## config.mk

```make
export PLATFORM = sky130hd
export DESIGN_NAME = axis_seq_transmitter_flat
export DESIGN_NICKNAME = d
export VERILOG_FILES = /design/src/rtl/axis_seq_transmitter_pkg.sv /design/src/rtl/axis_seq_transmitter_if.sv /design/src/rtl/axis_seq_transmitter.sv /design/src/flat_wrapper.sv
export SDC_FILE = /design/constraint.sdc
export NUM_CORES = 1
export LEC_CHECK = 0
export CORE_MARGIN = 2
export CORE_UTILIZATION = 35
export DETAILED_ROUTE_END_ITERATION = 8
export HOLD_SLACK_MARGIN = 0.06
export PLACE_DENSITY_LB_ADDON = 0.25
export SYNTH_ARGS = -nofsm -noshare
export SYNTH_HDL_FRONTEND = slang
export SYNTH_SLANG_ARGS = --single-unit
```

## constraint.sdc

```tcl
create_clock -name clk -period 1.2 [get_ports clk]
set_input_delay 0.36 -clock clk [delete_from_list [all_inputs] [get_ports clk]]
set_output_delay 0.36 -clock clk [all_outputs]
set_load 0.05 [all_outputs]
```

## src/rtl/axis_seq_transmitter_pkg.sv

```systemverilog
`default_nettype none
// +----------------------------------------------------------------------------+
// | Module      : axis_seq_transmitter_pkg                                     |
// | Description : Shared AXI4-Stream field types and the transmitter FSM      |
// |               state encoding.                                              |
// | Contents    : axi_data_t (64b), axi_dest_t (4b), axi_id_t (4b),            |
// |               axis_tx_state_t                                              |
// | Revision    : 1.0 - initial release                                        |
// +----------------------------------------------------------------------------+
package axis_seq_transmitter_pkg;

  localparam int AXI_DATA_W = 64;
  localparam int AXI_DEST_W = 4;
  localparam int AXI_ID_W   = 4;

  typedef logic [AXI_DATA_W-1:0] axi_data_t;
  typedef logic [AXI_DEST_W-1:0] axi_dest_t;
  typedef logic [AXI_ID_W-1:0]   axi_id_t;

  typedef enum logic [1:0] {
    AXIS_TX_IDLE = 2'd0,
    AXIS_TX_SEND = 2'd1,
    AXIS_TX_GAP  = 2'd2
  } axis_tx_state_t;

endpackage
`default_nettype wire

```

## src/rtl/axis_seq_transmitter_if.sv

```systemverilog
`default_nettype none
// +----------------------------------------------------------------------------+
// | Module      : axis_seq_transmitter_if                                      |
// | Description : AXI4-Stream bundle (tvalid/tready/tdata/tlast/tid/tdest).    |
// | Modports    : master - drives tvalid, tdata, tlast, tid, tdest; reads      |
// |                        tready                                              |
// |               slave  - the mirror image                                    |
// | Revision    : 1.0 - initial release                                        |
// +----------------------------------------------------------------------------+
interface axis_seq_transmitter_if;
  import axis_seq_transmitter_pkg::*;

  logic      tvalid;
  logic      tready;
  axi_data_t tdata;
  logic      tlast;
  axi_id_t   tid;
  axi_dest_t tdest;

  modport master (
    output tvalid,
    output tdata,
    output tlast,
    output tid,
    output tdest,
    input  tready
  );

  modport slave (
    input  tvalid,
    input  tdata,
    input  tlast,
    input  tid,
    input  tdest,
    output tready
  );

endinterface
`default_nettype wire

```

## src/rtl/axis_seq_transmitter.sv

```systemverilog
`default_nettype none
// +----------------------------------------------------------------------------+
// | Module      : axis_seq_transmitter                                         |
// | Description : On a start pulse, sends one AXI4-Stream packet of LEN beats  |
// |               carrying BASE_DATA + beat_index to a latched destination,   |
// |               honouring tready backpressure and optional idle gaps        |
// |               between beats.                                               |
// | Ports       : clk, rst       - clock, async active-high reset             |
// |               axis (master)  - AXI4-Stream output                          |
// |               start_i        - one-cycle packet request (ignored if busy)  |
// |               dest_i         - destination, sampled when start accepted    |
// |               busy_o         - packet in flight                            |
// |               done_o         - one-cycle pulse after the last handshake    |
// |               pkt_count_o    - completed packets, wrapping 16-bit count    |
// | Revision    : 1.0 - initial release                                        |
// +----------------------------------------------------------------------------+
module axis_seq_transmitter
  import axis_seq_transmitter_pkg::*;
#(
  parameter axi_id_t     ID         = '0,
  parameter int unsigned LEN        = 24,
  parameter axi_data_t   BASE_DATA  = 64'hdeadbeef00000000,
  parameter int unsigned GAP_CYCLES = 0
) (
  input  logic                   clk,
  input  logic                   rst,
  axis_seq_transmitter_if.master axis,
  input  logic                   start_i,
  input  axi_dest_t              dest_i,
  output logic                   busy_o,
  output logic                   done_o,
  output logic [15:0]            pkt_count_o
);

  localparam int BEAT_W = (LEN == 0) ? 1 : $clog2(LEN + 1);
  localparam int GAP_W  = (GAP_CYCLES == 0) ? 1 : $clog2(GAP_CYCLES + 1);

  generate
    if (LEN == 0) begin : g_len_check
      $error("axis_seq_transmitter: LEN must be at least 1");
    end
  endgenerate

  axis_tx_state_t    state_q;
  logic [BEAT_W-1:0] beat_q;
  logic [GAP_W-1:0]  gap_q;
  logic              tvalid_q;
  logic              tlast_q;
  axi_data_t         tdata_q;
  axi_dest_t         tdest_q;
  logic              busy_q;
  logic              done_q;
  logic [15:0]       pkt_count_q;

  logic [BEAT_W-1:0] beat_d;
  axi_data_t         tdata_d;
  logic              tlast_d;
  logic              handshake;

  assign handshake = tvalid_q && axis.tready;

  // Values for the beat that follows the one currently presented.
  // tdata wraps naturally modulo 2^64.
  assign beat_d  = beat_q + 1'b1;
  assign tdata_d = BASE_DATA + axi_data_t'(beat_d);
  assign tlast_d = (beat_d == BEAT_W'(LEN - 1));

  always_ff @(posedge clk or posedge rst) begin
    if (rst) begin
      state_q     <= AXIS_TX_IDLE;
      beat_q      <= '0;
      gap_q       <= '0;
      tvalid_q    <= 1'b0;
      tlast_q     <= 1'b0;
      tdata_q     <= '0;
      tdest_q     <= '0;
      busy_q      <= 1'b0;
      done_q      <= 1'b0;
      pkt_count_q <= '0;
    end else begin
      done_q <= 1'b0;
      case (state_q)
        AXIS_TX_IDLE: begin
          if (start_i) begin
            tdest_q  <= dest_i;
            beat_q   <= '0;
            tdata_q  <= BASE_DATA;
            tvalid_q <= 1'b1;
            tlast_q  <= (LEN == 1);
            busy_q   <= 1'b1;
            state_q  <= AXIS_TX_SEND;
          end
        end

        AXIS_TX_SEND: begin
          // Without a handshake every output simply holds.
          if (handshake) begin
            if (tlast_q) begin
              tvalid_q    <= 1'b0;
              tlast_q     <= 1'b0;
              busy_q      <= 1'b0;
              done_q      <= 1'b1;
              pkt_count_q <= pkt_count_q + 16'd1;
              state_q     <= AXIS_TX_IDLE;
            end else begin
              beat_q  <= beat_d;
              tdata_q <= tdata_d;
              tlast_q <= tlast_d;
              if (GAP_CYCLES != 0) begin
                tvalid_q <= 1'b0;
                gap_q    <= GAP_W'(GAP_CYCLES);
                state_q  <= AXIS_TX_GAP;
              end
            end
          end
        end

        AXIS_TX_GAP: begin
          // Raising tvalid as the counter leaves 1 gives exactly GAP_CYCLES
          // idle cycles between the handshake and the next presented beat.
          if (gap_q <= GAP_W'(1)) begin
            gap_q    <= '0;
            tvalid_q <= 1'b1;
            state_q  <= AXIS_TX_SEND;
          end else begin
            gap_q <= gap_q - 1'b1;
          end
        end

        default: begin
          state_q <= AXIS_TX_IDLE;
        end
      endcase
    end
  end

  assign axis.tvalid = tvalid_q;
  assign axis.tdata  = tdata_q;
  assign axis.tlast  = tlast_q;
  assign axis.tdest  = tdest_q;
  assign axis.tid    = ID;

  assign busy_o      = busy_q;
  assign done_o      = done_q;
  assign pkt_count_o = pkt_count_q;

endmodule
`default_nettype wire

```

## src/flat_wrapper.sv

```systemverilog
// flat-port wrapper written by rule: the top's interface ports become plain ports
module axis_seq_transmitter_flat import axis_seq_transmitter_pkg::*;
#(
  parameter axi_id_t     ID         = '0,
  parameter int unsigned LEN        = 24,
  parameter axi_data_t   BASE_DATA  = 64'hdeadbeef00000000,
  parameter int unsigned GAP_CYCLES = 0
)
  (clk, rst, start_i, dest_i, busy_o, done_o, pkt_count_o, axis_tvalid, axis_tdata, axis_tlast, axis_tid, axis_tdest, axis_tready);
  axis_seq_transmitter_if axis_i ();
  input  logic clk;
  input  logic rst;
  input  logic start_i;
  input  axi_dest_t dest_i;
  output logic busy_o;
  output logic done_o;
  output logic [15:0] pkt_count_o;
  output wire logic [$bits(axis_i.tvalid)-1:0] axis_tvalid;
  output wire logic [$bits(axis_i.tdata)-1:0] axis_tdata;
  output wire logic [$bits(axis_i.tlast)-1:0] axis_tlast;
  output wire logic [$bits(axis_i.tid)-1:0] axis_tid;
  output wire logic [$bits(axis_i.tdest)-1:0] axis_tdest;
  input wire logic [$bits(axis_i.tready)-1:0] axis_tready;
  assign axis_tvalid = axis_i.tvalid;
  assign axis_tdata = axis_i.tdata;
  assign axis_tlast = axis_i.tlast;
  assign axis_tid = axis_i.tid;
  assign axis_tdest = axis_i.tdest;
  assign axis_i.tready = axis_tready;
  axis_seq_transmitter #(.ID(ID), .LEN(LEN), .BASE_DATA(BASE_DATA), .GAP_CYCLES(GAP_CYCLES)) u_core (.clk(clk), .rst(rst), .axis(axis_i), .start_i(start_i), .dest_i(dest_i), .busy_o(busy_o), .done_o(done_o), .pkt_count_o(pkt_count_o));
endmodule
```

Yosys cells after proc, flatten, opt, wreduce, memory -nomap -nowiden
Cells that the tools add are included.
- output and inout bits: 92
- register bits: 96
- word-level logic and storage cells: 61
- eq/ne operators: 8
- $add $sub $neg: 4
- order comparisons: 1
- reduce and logical (&&, ||, !) cells: 11
- multiplexer cells: 27
- operator list (kind ; count):
    $mux W64 ; 3
    $pmux W64 S2 ; 1
    $add A63 B6 Y64 const A ; 1
    $add A16 B1 Y16 const B ; 1
    $mux W5 ; 3
    $reduce_and A4 Y1 ; 3
    $mux W1 ; 11
    $pmux W5 S2 ; 1
    $mux W2 ; 4
    $ne A2 B1 Y1 const B ; 3
    $pmux W2 S3 ; 1
    $reduce_and A3 Y1 ; 2
    $add A5 B1 Y5 const B ; 1
    $eq A5 B5 Y1 const B ; 1
    $reduce_and A5 Y1 ; 1
    $ne A2 B2 Y1 const B ; 2
    $pmux W1 S2 ; 2
    $pmux W1 S3 ; 1
    $reduce_bool A3 Y1 ; 1
    $eq A2 B1 Y1 const B ; 1
    $eq A2 B2 Y1 const B ; 1
    $logic_not A2 Y1 ; 1
    $reduce_and A2 Y1 ; 1
    $reduce_bool A2 Y1 ; 1
    other kinds (3) ; 3

Logic depth before layout (Yosys ltp)
Gate-level depths: netlist of the first run.
- depth in word-level cells: 5
- mapped depth: 6
- mapped depth without buffers: 5

Worst setup path before layout of the first run
No wires, ideal clock.
- kind: register -> register
- start: register u_core.beat_q[0]
- end: register u_core.tdata_q[4] (netlist: u_core.axis.tdata[4])
- path buffers: 0
- path slack: -576 ps
- stages on the path, launching flop included: 6
- data required time: 1072 ps
- setup time: 128 ps
- arrival: 1649 ps
- cell sequence: dfrtp_1 ha_1 nand3_1 xnor2_1 and2_1 mux2_1
- cells in the longest elaborated chain, start to end: 5
- RTL lines (what ; line ; text):
    start: declaration ; axis_seq_transmitter.sv:45 ; logic [BEAT_W-1:0] beat_q;
    start signal: assignment ; axis_seq_transmitter.sv:106 ; beat_q <= beat_d;
    $add A5 B1 Y5 ; axis_seq_transmitter.sv:64 ; assign beat_d = beat_q + 1'b1;
    $add A63 B6 Y64 ; axis_seq_transmitter.sv:65 ; assign tdata_d = BASE_DATA + axi_data_t'(beat_d);
    $mux W64 ; axis_seq_transmitter.sv:98 ; if (tlast_q) begin
    $mux W64 ; axis_seq_transmitter.sv:97 ; if (handshake) begin
    $pmux W64 S2 ; axis_seq_transmitter.sv:82 ; case (state_q)
    end signal: assignment ; axis_seq_transmitter.sv:107 ; tdata_q <= tdata_d;
    end: declaration ; axis_seq_transmitter.sv:49 ; axi_data_t tdata_q;
No other way between the ends. The select of a mux whose other input is x is not followed.
A chain may end at the register's enable or synchronous reset.

==> results of run 1 <==
==> sequential cells by signal, indices dropped and copies added (netlist names) <==
name / flops
u_core.done_o: 1
u_core.busy_o: 1
u_core.axis.tdest: 4
u_core.beat_q: 4
u_core.pkt_count_o: 16
u_core.axis.tlast: 1
u_core.axis.tdata: 2
==> report_power, final <==
| part | leakage (uW) | internal (uW) | switching [uW] |
|---|---|---|---|
| combinational | 0.00145 | 1140 | 1220 |
| clock | 0.0000450 | 402 | 412 |
| sequential | 0.000354 | 1100 | 127 |
| total | 0.00184 | 2640 | 1760 |
==> layer usage <==
metal  track usage [%]  share of wire (%)
met3              6.28                6.2
met5                 0                  0
met2              30.0                 53
met1              19.3                 38
met4              6.91                3.5
==> worst max-delay path by stage <==
stage          slack, ps                                  to  cells past startpoint                         startpoint
2_1_floorplan       -330  u_core.pkt_count_o[12]$_DFFE_PP0P_                      5          u_core.busy_o$_DFFE_PP0P_
3_3_place_gp        -580  u_core.pkt_count_o[14]$_DFFE_PP0P_                      5                        axis_tready
3_5_place_dp        -610  u_core.pkt_count_o[12]$_DFFE_PP0P_                      5                        axis_tready
4_1_cts             -290                      axis_tdata[53]                      2  u_core.axis.tdata[62]$_DFFE_PP0P_
5_1_grt             -320                      axis_tdata[34]                      2  u_core.axis.tdata[62]$_DFFE_PP0P_
6_report            -290                      axis_tdata[45]                      2  u_core.axis.tdata[62]$_DFFE_PP0P_
==> per-stage QoR <==
step	hold slack (ps)	total power (uW)	instance area, um2	setup TNS (ps)	worst slack [ps]
after floorplan	437	2360	2210	-8080	-334
after global placement	522	3110	3120	-13360	-582
after detailed placement	539	3150	3120	-14240	-610
after CTS	433	4300	3630	-11340	-292
after global routing	452	4590	3760	-14790	-316
final	416	4400	3760	-12090	-287
==> cell type report <==
class / count / share of cell area (%)
well taps: 70 / 2.33
clock inverters: 2 / 0.266
inverters: 4 / 0.466
repair buffers: 140 / 50.8
multi-input cells: 111 / 24.2
clock buffers: 6 / 1.93
flip-flops and latches: 29 / 20.0
==> repair_timing <==
| item | in CTS | in global routing |
|---|---|---|
| setup buffers | 35 | 8 |
| pin swaps | 22 | 13 |
| setup endpoints to repair | 79 | 80 |
| gates resized for setup | 48 | 17 |
==> layout by cell type, fill, tap and decap left out, types with 4 or more instances in the layout <==
master / instances
dfrtp_2: 18
o21ai_1: 4
mux2_4: 6
xnor2_1: 10
buf_12: 58
nand4_1: 5
nand3_1: 4
buf_6: 31
buf_4: 44
clkdlybuf4s50_1: 5
xnor2_2: 4
clkbuf_8: 5
dfrtp_1: 10
conb_1: 39
==> critical path, cell delays in order, from the launching register on <==
cell,delay [ps]
dfrtp_4,520
buf_12,180
buf_12,150
==> logic make-up after synthesis <==
family / count (synthesis) / synth area share [%]
flip-flops: 29 / 39.8
AND/OR/NAND/NOR: 36 / 13.9
other: 1 / 0.206
adder cells (fa/ha/maj): 3 / 2.06
multiplexers: 6 / 3.71
XOR/XNOR: 18 / 8.65
buffers and inverters: 69 / 28.0
AO/OA/AOI/OAI: 9 / 3.71
==> metrics.md, run 1 <==
| Metric | Value |
|---|---|
| Initial DRC count | `50` |
| Routed Antenna Nets | `0` |
| Async set or reset register ratio after synthesis | `100%` |
| TritonRoute pass-1 iters | `4` |
| Post-synth EDFFs | `0` |
| Critical Path RT | `840 ps` |
| Synthesis Warnings | `0` |
| CP Launch Type | `flip-flop` |
| Synthesized area | `1820 um2` |
| Gpl congestion | `0.756` |
| WL final | `5190 um` |
| CTS Buffer Depth | `2` |
| CTS Hold Bufs | `0` |
| LEAKAGE | `0.00184 uW` |
| Post-synthesis sequential area ratio | `39.8%` |
| CTS tree | `yes` |
| Vias in the first global route | `1521` |
| Crit end category | `output pin` |
| Non-Filler Instances | `362` |
| Main flop type after synthesis | `dfrtp_1` |
| Clock transition at path regs | `70 ps` |
| Row cnt | `26` |
| Final setup margin | `-287 ps` |
| Status | `complete, but fails checks` |
| Avg Vias per Cell | `4.19` |
| Top-area cell type share of the netlist area | `39.8%` |
| First-pass GRT wire length | `7720 um` |
| Ratio of cells with drive above 1 in the final layout | `66.8%` |
| Internal reg-to-reg setup slack | `-230 ps` |
| CP arrival | `1130 ps` |
| FF-to-FF path depth | `6` |
| Top cell type by total area after synthesis | `dfrtp_1` |
| Reg-to-Reg End | `u_core.pkt_count_o[7]$_DFFE_PP0P_` |
| Port buffer count | `60` |
| Clock root buffer | `clkbuf_8` |
| Initial antenna violation count | `0` |
| Final period utilization | `124%` |
| Final Util | `74.1%` |
| Worst min-delay path category | `input pin to asynchronous set/reset pin` |
| Antenna cells | `0` |
| Layout net count | `302` |
| FF-to-FF Start | `u_core.pkt_count_o[2]$_DFFE_PP0P_` |
| Final min period | `1490 ps` |
| PD cells | `1170 nW/um2` |
| Largest net degree at the start of global routing | `30` |
| Post-Synthesis Cells | `171` |
| Initial Util | `35.9%` |
| RSZ-0062 raised after global routing | `yes` |
| Filler cell count | `331` |
| Core area | `5070 um2` |
| Register area | `752 um2` |
| Top achievable clock speed | `673 MHz` |
| Crit-path max FO | `9` |
| Syn Area/Cell | `10.7 um2` |
| Die height | `76.2 um` |
| TritonCTS Buffers | `5` |
| Vias | `1518` |
| Clock skew | `10.6 ps` |
| Final hold vios | `0` |
| Post-DR wirelength/cell | `14.3 um` |
| Htree depth | `2` |
| # IOs | `100` |
| Max Slew Vio Count | `0` |
| DIE WIDTH | `76.2 um` |
| CP Class | `flip-flop to output pin` |
| Final setup violating endpoints | `75` |
| Unique masters post-synth | `31` |
| Placed wire-length estimate | `2870 um` |
| Top-count cell post-synth | `buf_4` |
| Top post-synthesis cells by area | `dfrtp_1 40%, buf_4 26%, xnor2_1 6.7%` |
| # DRC | `0` |
| Die area | `5800 um2` |
| Worst-skew pair later-pin latency | `290 ps` |
| Grt ovf | `0` |
| Commonest cells post-synth | `63 x buf_4, 29 x dfrtp_1, 14 x xnor2_1` |
| Register bit total from synthesis | `29` |
| Max-Cap Viols | `0` |
| Total Routing Usage GR | `17.3%` |
| Worst VDD drop | `0.925 mV` |
| Syn-to-layout area delta | `106%` |
| Violated checks | `setup timing` |
| Placed cell count | `313` |
| Multi-input gate area | `911 um2` |
| Clk sinks | `29` |
Note: power is estimated with default switching activity, not from simulation.
==> inputs of run 2 (changes only) <==
--- a/config.mk
+++ b/config.mk
@@ -6,7 +6,8 @@
 export NUM_CORES = 1
 export LEC_CHECK = 0
 export CORE_MARGIN = 2
-export CORE_UTILIZATION = 35
+export CORE_UTILIZATION = 30
+export CTS_BUF_LIST = sky130_fd_sc_hd__clkbuf_4 sky130_fd_sc_hd__clkbuf_8
 export DETAILED_ROUTE_END_ITERATION = 8
 export HOLD_SLACK_MARGIN = 0.06
 export PLACE_DENSITY_LB_ADDON = 0.25
==> run 2 against run 1 <==
The run still ends with setup timing left. Count of clock-buffer cells in the layout stayed put. Cell count is 1.9% lower. Clock skew is 7.3 ps lower. Wire length is 19% lower. Largest power group unchanged. Global-route usage is 5.1 points lower. Total power is 3.2% lower. Final area is 2.8% lower. Fmax is 1.1% lower.
==> metrics.md, run 2 (synthesis results as in run 1) <==
| Metric | Value |
|---|---|
| Crit end category | `output pin` |
| Register area | `752 um2 (unchanged)` |
| Htree depth | `2 (unchanged)` |
| WL final | `4190 um (-19%)` |
| Finished Cell Area | `3650 um2 (-2.8%)` |
| Worst path top cell family by delay | `flip-flops` |
| Vias in the first global route | `1318 (-13%)` |
| LEAKAGE | `0.00178 uW (-3.7%)` |
| PD cells | `1160 nW/um2 (-0.47%)` |
| RSZ-0062 raised after global routing | `yes` |
| Gpl congestion | `0.766 (+1.4%)` |
| DIE WIDTH | `82.0 um (+7.6%)` |
| Row cnt | `28 (+7.7%)` |
| Antenna cells | `0 (unchanged)` |
| Filler cell count | `442 (+34%)` |
| Final setup margin | `-304 ps (-16.7 ps)` |
| Overall power | `4250 uW (-3.2%)` |
| Clock root buffer | `clkbuf_8` |
| CTS tree | `yes` |
| Placed wire-length estimate | `2760 um (-3.6%)` |
| CP max-delay cell | `dfrtp_4` |
| Largest net degree at the start of global routing | `30 (unchanged)` |
| Worst VDD drop | `0.850 mV (-8.1%)` |
| Final period utilization | `125% (+1.4 points)` |
| Violated checks | `setup timing` |
| CP bufs+invs | `2 (unchanged)` |
| CP Class | `flip-flop to output pin` |
| TritonCTS Buffers | `5 (unchanged)` |
| WL met2 | `2200 um (-20%)` |
| Vias | `1429 (-5.9%)` |
| Met1 Wirelength | `1690 um (-14%)` |
| Initial antenna violation count | `0 (unchanged)` |
| Critical Path RT | `840 ps (about the same)` |
| Top achievable clock speed | `665 MHz (-1.1%)` |
| Die height | `82.0 um (+7.6%)` |
| Routed length on met3 | `278 um (-13%)` |
| First-pass GRT wire length | `6290 um (-19%)` |
| Placed cell count | `313 (unchanged)` |
| Layout net count | `290 (-4.0%)` |
| Core area | `5890 um2 (+16%)` |
| Routed Antenna Nets | `0 (unchanged)` |
| Clk sinks | `29 (unchanged)` |
| Crit-path max FO | `8 (-1)` |
| CTS Hold Bufs | `0 (unchanged)` |
| Most frequent cells in the layout | `57 x buf_12, 39 x conb_1, 34 x buf_4` |
| Clock transition at path regs | `70 ps (about the same)` |
| Total Routing Usage GR | `12.2% (-5.1 points)` |
| Grt ovf | `0 (unchanged)` |
| Post-DP Area | `3080 um2 (-1.4%)` |
| Setup TNS | `-11270 ps (+823 ps)` |
| CTS Buffer Depth | `2 (unchanged)` |
| CP arrival | `1140 ps (about the same)` |
| Initial Util | `31.0% (-4.9 points)` |
| Multi-input gate area | `881 um2 (-3.3%)` |
| Die area | `6720 um2 (+16%)` |
| Initial DRC count | `36 (-28%)` |
| Final setup violating endpoints | `72 (-4.0%)` |
| Ratio of cells with drive above 1 in the final layout | `65.0% (-1.8 points)` |
| Clock skew | `3.28 ps (-7.31 ps)` |
| Worst min-delay path category | `input pin to asynchronous set/reset pin` |
| Avg Vias per Cell | `4.03 (-4.0%)` |
| # IOs | `100 (unchanged)` |
| Status | `complete, but fails checks` |
| # DRC | `0 (unchanged)` |
| CP Launch Type | `flip-flop` |
| TritonRoute pass-1 iters | `4 (unchanged)` |
| Syn-to-layout area delta | `100%` |
| Critical-path cell list | `buf_16 > buf_12` |
| Max-Cap Viols | `0 (unchanged)` |
| Non-Filler Instances | `355 (-1.9%)` |
| Largest stage delay, worst path | `530 ps (about the same)` |
| Port buffer count | `60 (unchanged)` |
| Worst-skew pair later-pin latency | `280 ps (about the same)` |
| Post-DR wirelength/cell | `11.8 um (-18%)` |
| Highest routed layer | `met4` |
| Final min period | `1500 ps (+16.7 ps)` |
| Max Slew Vio Count | `0 (unchanged)` |
| Most common cell after layout, fill and taps aside | `buf_12` |
| Final hold vios | `0 (unchanged)` |
| Max FFs per register | `16 (unchanged)` |
| Final Util | `62.1% (-12 points)` |
==> run 2: changes by cell type in the layout (fill, tap and decap cells not counted), moves of 2 or more <==
cell,previous run,this run
xnor2_2,4,2
xnor2_1,10,12
buf_4,44,34
buf_6,31,28
==> run 2: path summary, 6_finish.rpt <==
path / from / to / slack, ps / cells after the start
setup / recovery: u_core.axis.tdata[62]$_DFFE_PP0P_ / axis_tdata[62] / -300 / 2
hold / removal: rst / u_core.axis.tdest[2]$_DFFE_PP0P_ / 400 / 3
setup reg to reg: u_core.beat_q[0]$_DFFE_PP0P_ / u_core.axis.tdata[4]$_DFFE_PP0P_ / -170 / 6
hold reg to reg: u_core.axis.tdest[1]$_DFFE_PP0P_ / u_core.axis.tdest[1]$_DFFE_PP0P_ / 590 / 1
max in group asynchronous: rst / u_core.pkt_count_o[0]$_DFFE_PP0P_ / 600 / 3
min in group clk: start_i / u_core.beat_q[2]$_DFFE_PP0P_ / 570 / 4
==> run 2: worst min-delay path: cells and delay by family <==
family | cells | cell delay [ps]
buffers and inverters | 3 | 680
==> run 2: per-stage QoR <==
stage	setup slack (ps)	hold slack (ps)
after floorplan	-334	437
after global placement	-578	492
after detailed placement	-613	496
after CTS	-305	411
after global routing	-333	424
final	-304	402
==> run 2: what timing repair did <==
action / in CTS / in global routing
gates resized for setup: 41 / 20
setup buffers: 26 / 7
endpoints found under the setup margin: 79 / 78
cloned: 1 / 0
pin swaps: 24 / 16
==> run 2: per-layer routing <==
metal | vias up | global-route usage, %
li1 | 675 | -
met1 | 690 | 15.3
met2 | 60 | 20.2
met3 | 4 | 4.18
met4 | 0 | 3.00
met5 | - | 0
==> run 2: layout make-up <==
cell class | count | area share, %
Clock buffer | 6 | 2.09
Multi-Input combinational cell | 111 | 24.1
Clock inverter | 2 | 0.274
Inverter | 4 | 0.548
Sequential cell | 29 | 20.6
Tap cell | 75 | 2.57
Timing Repair Buffer | 128 | 49.8
==> run 2: power breakdown <==
part           internal, uW  total (uW)  switching, uW
registers              1100        1240            138
logic                  1070        2210           1140
clock network           424         803            379
total                  2600        4250           1660
==> inputs of run 3 (changes only) <==
--- a/config.mk
+++ b/config.mk
@@ -11,6 +11,7 @@
 export DETAILED_ROUTE_END_ITERATION = 8
 export HOLD_SLACK_MARGIN = 0.06
 export PLACE_DENSITY_LB_ADDON = 0.25
+export SLEW_MARGIN = 20
 export SYNTH_ARGS = -nofsm -noshare
 export SYNTH_HDL_FRONTEND = slang
 export SYNTH_SLANG_ARGS = --single-unit
==> results of run 3 <==
The final DEF is identical to that of run 2; final timing and power are the same.
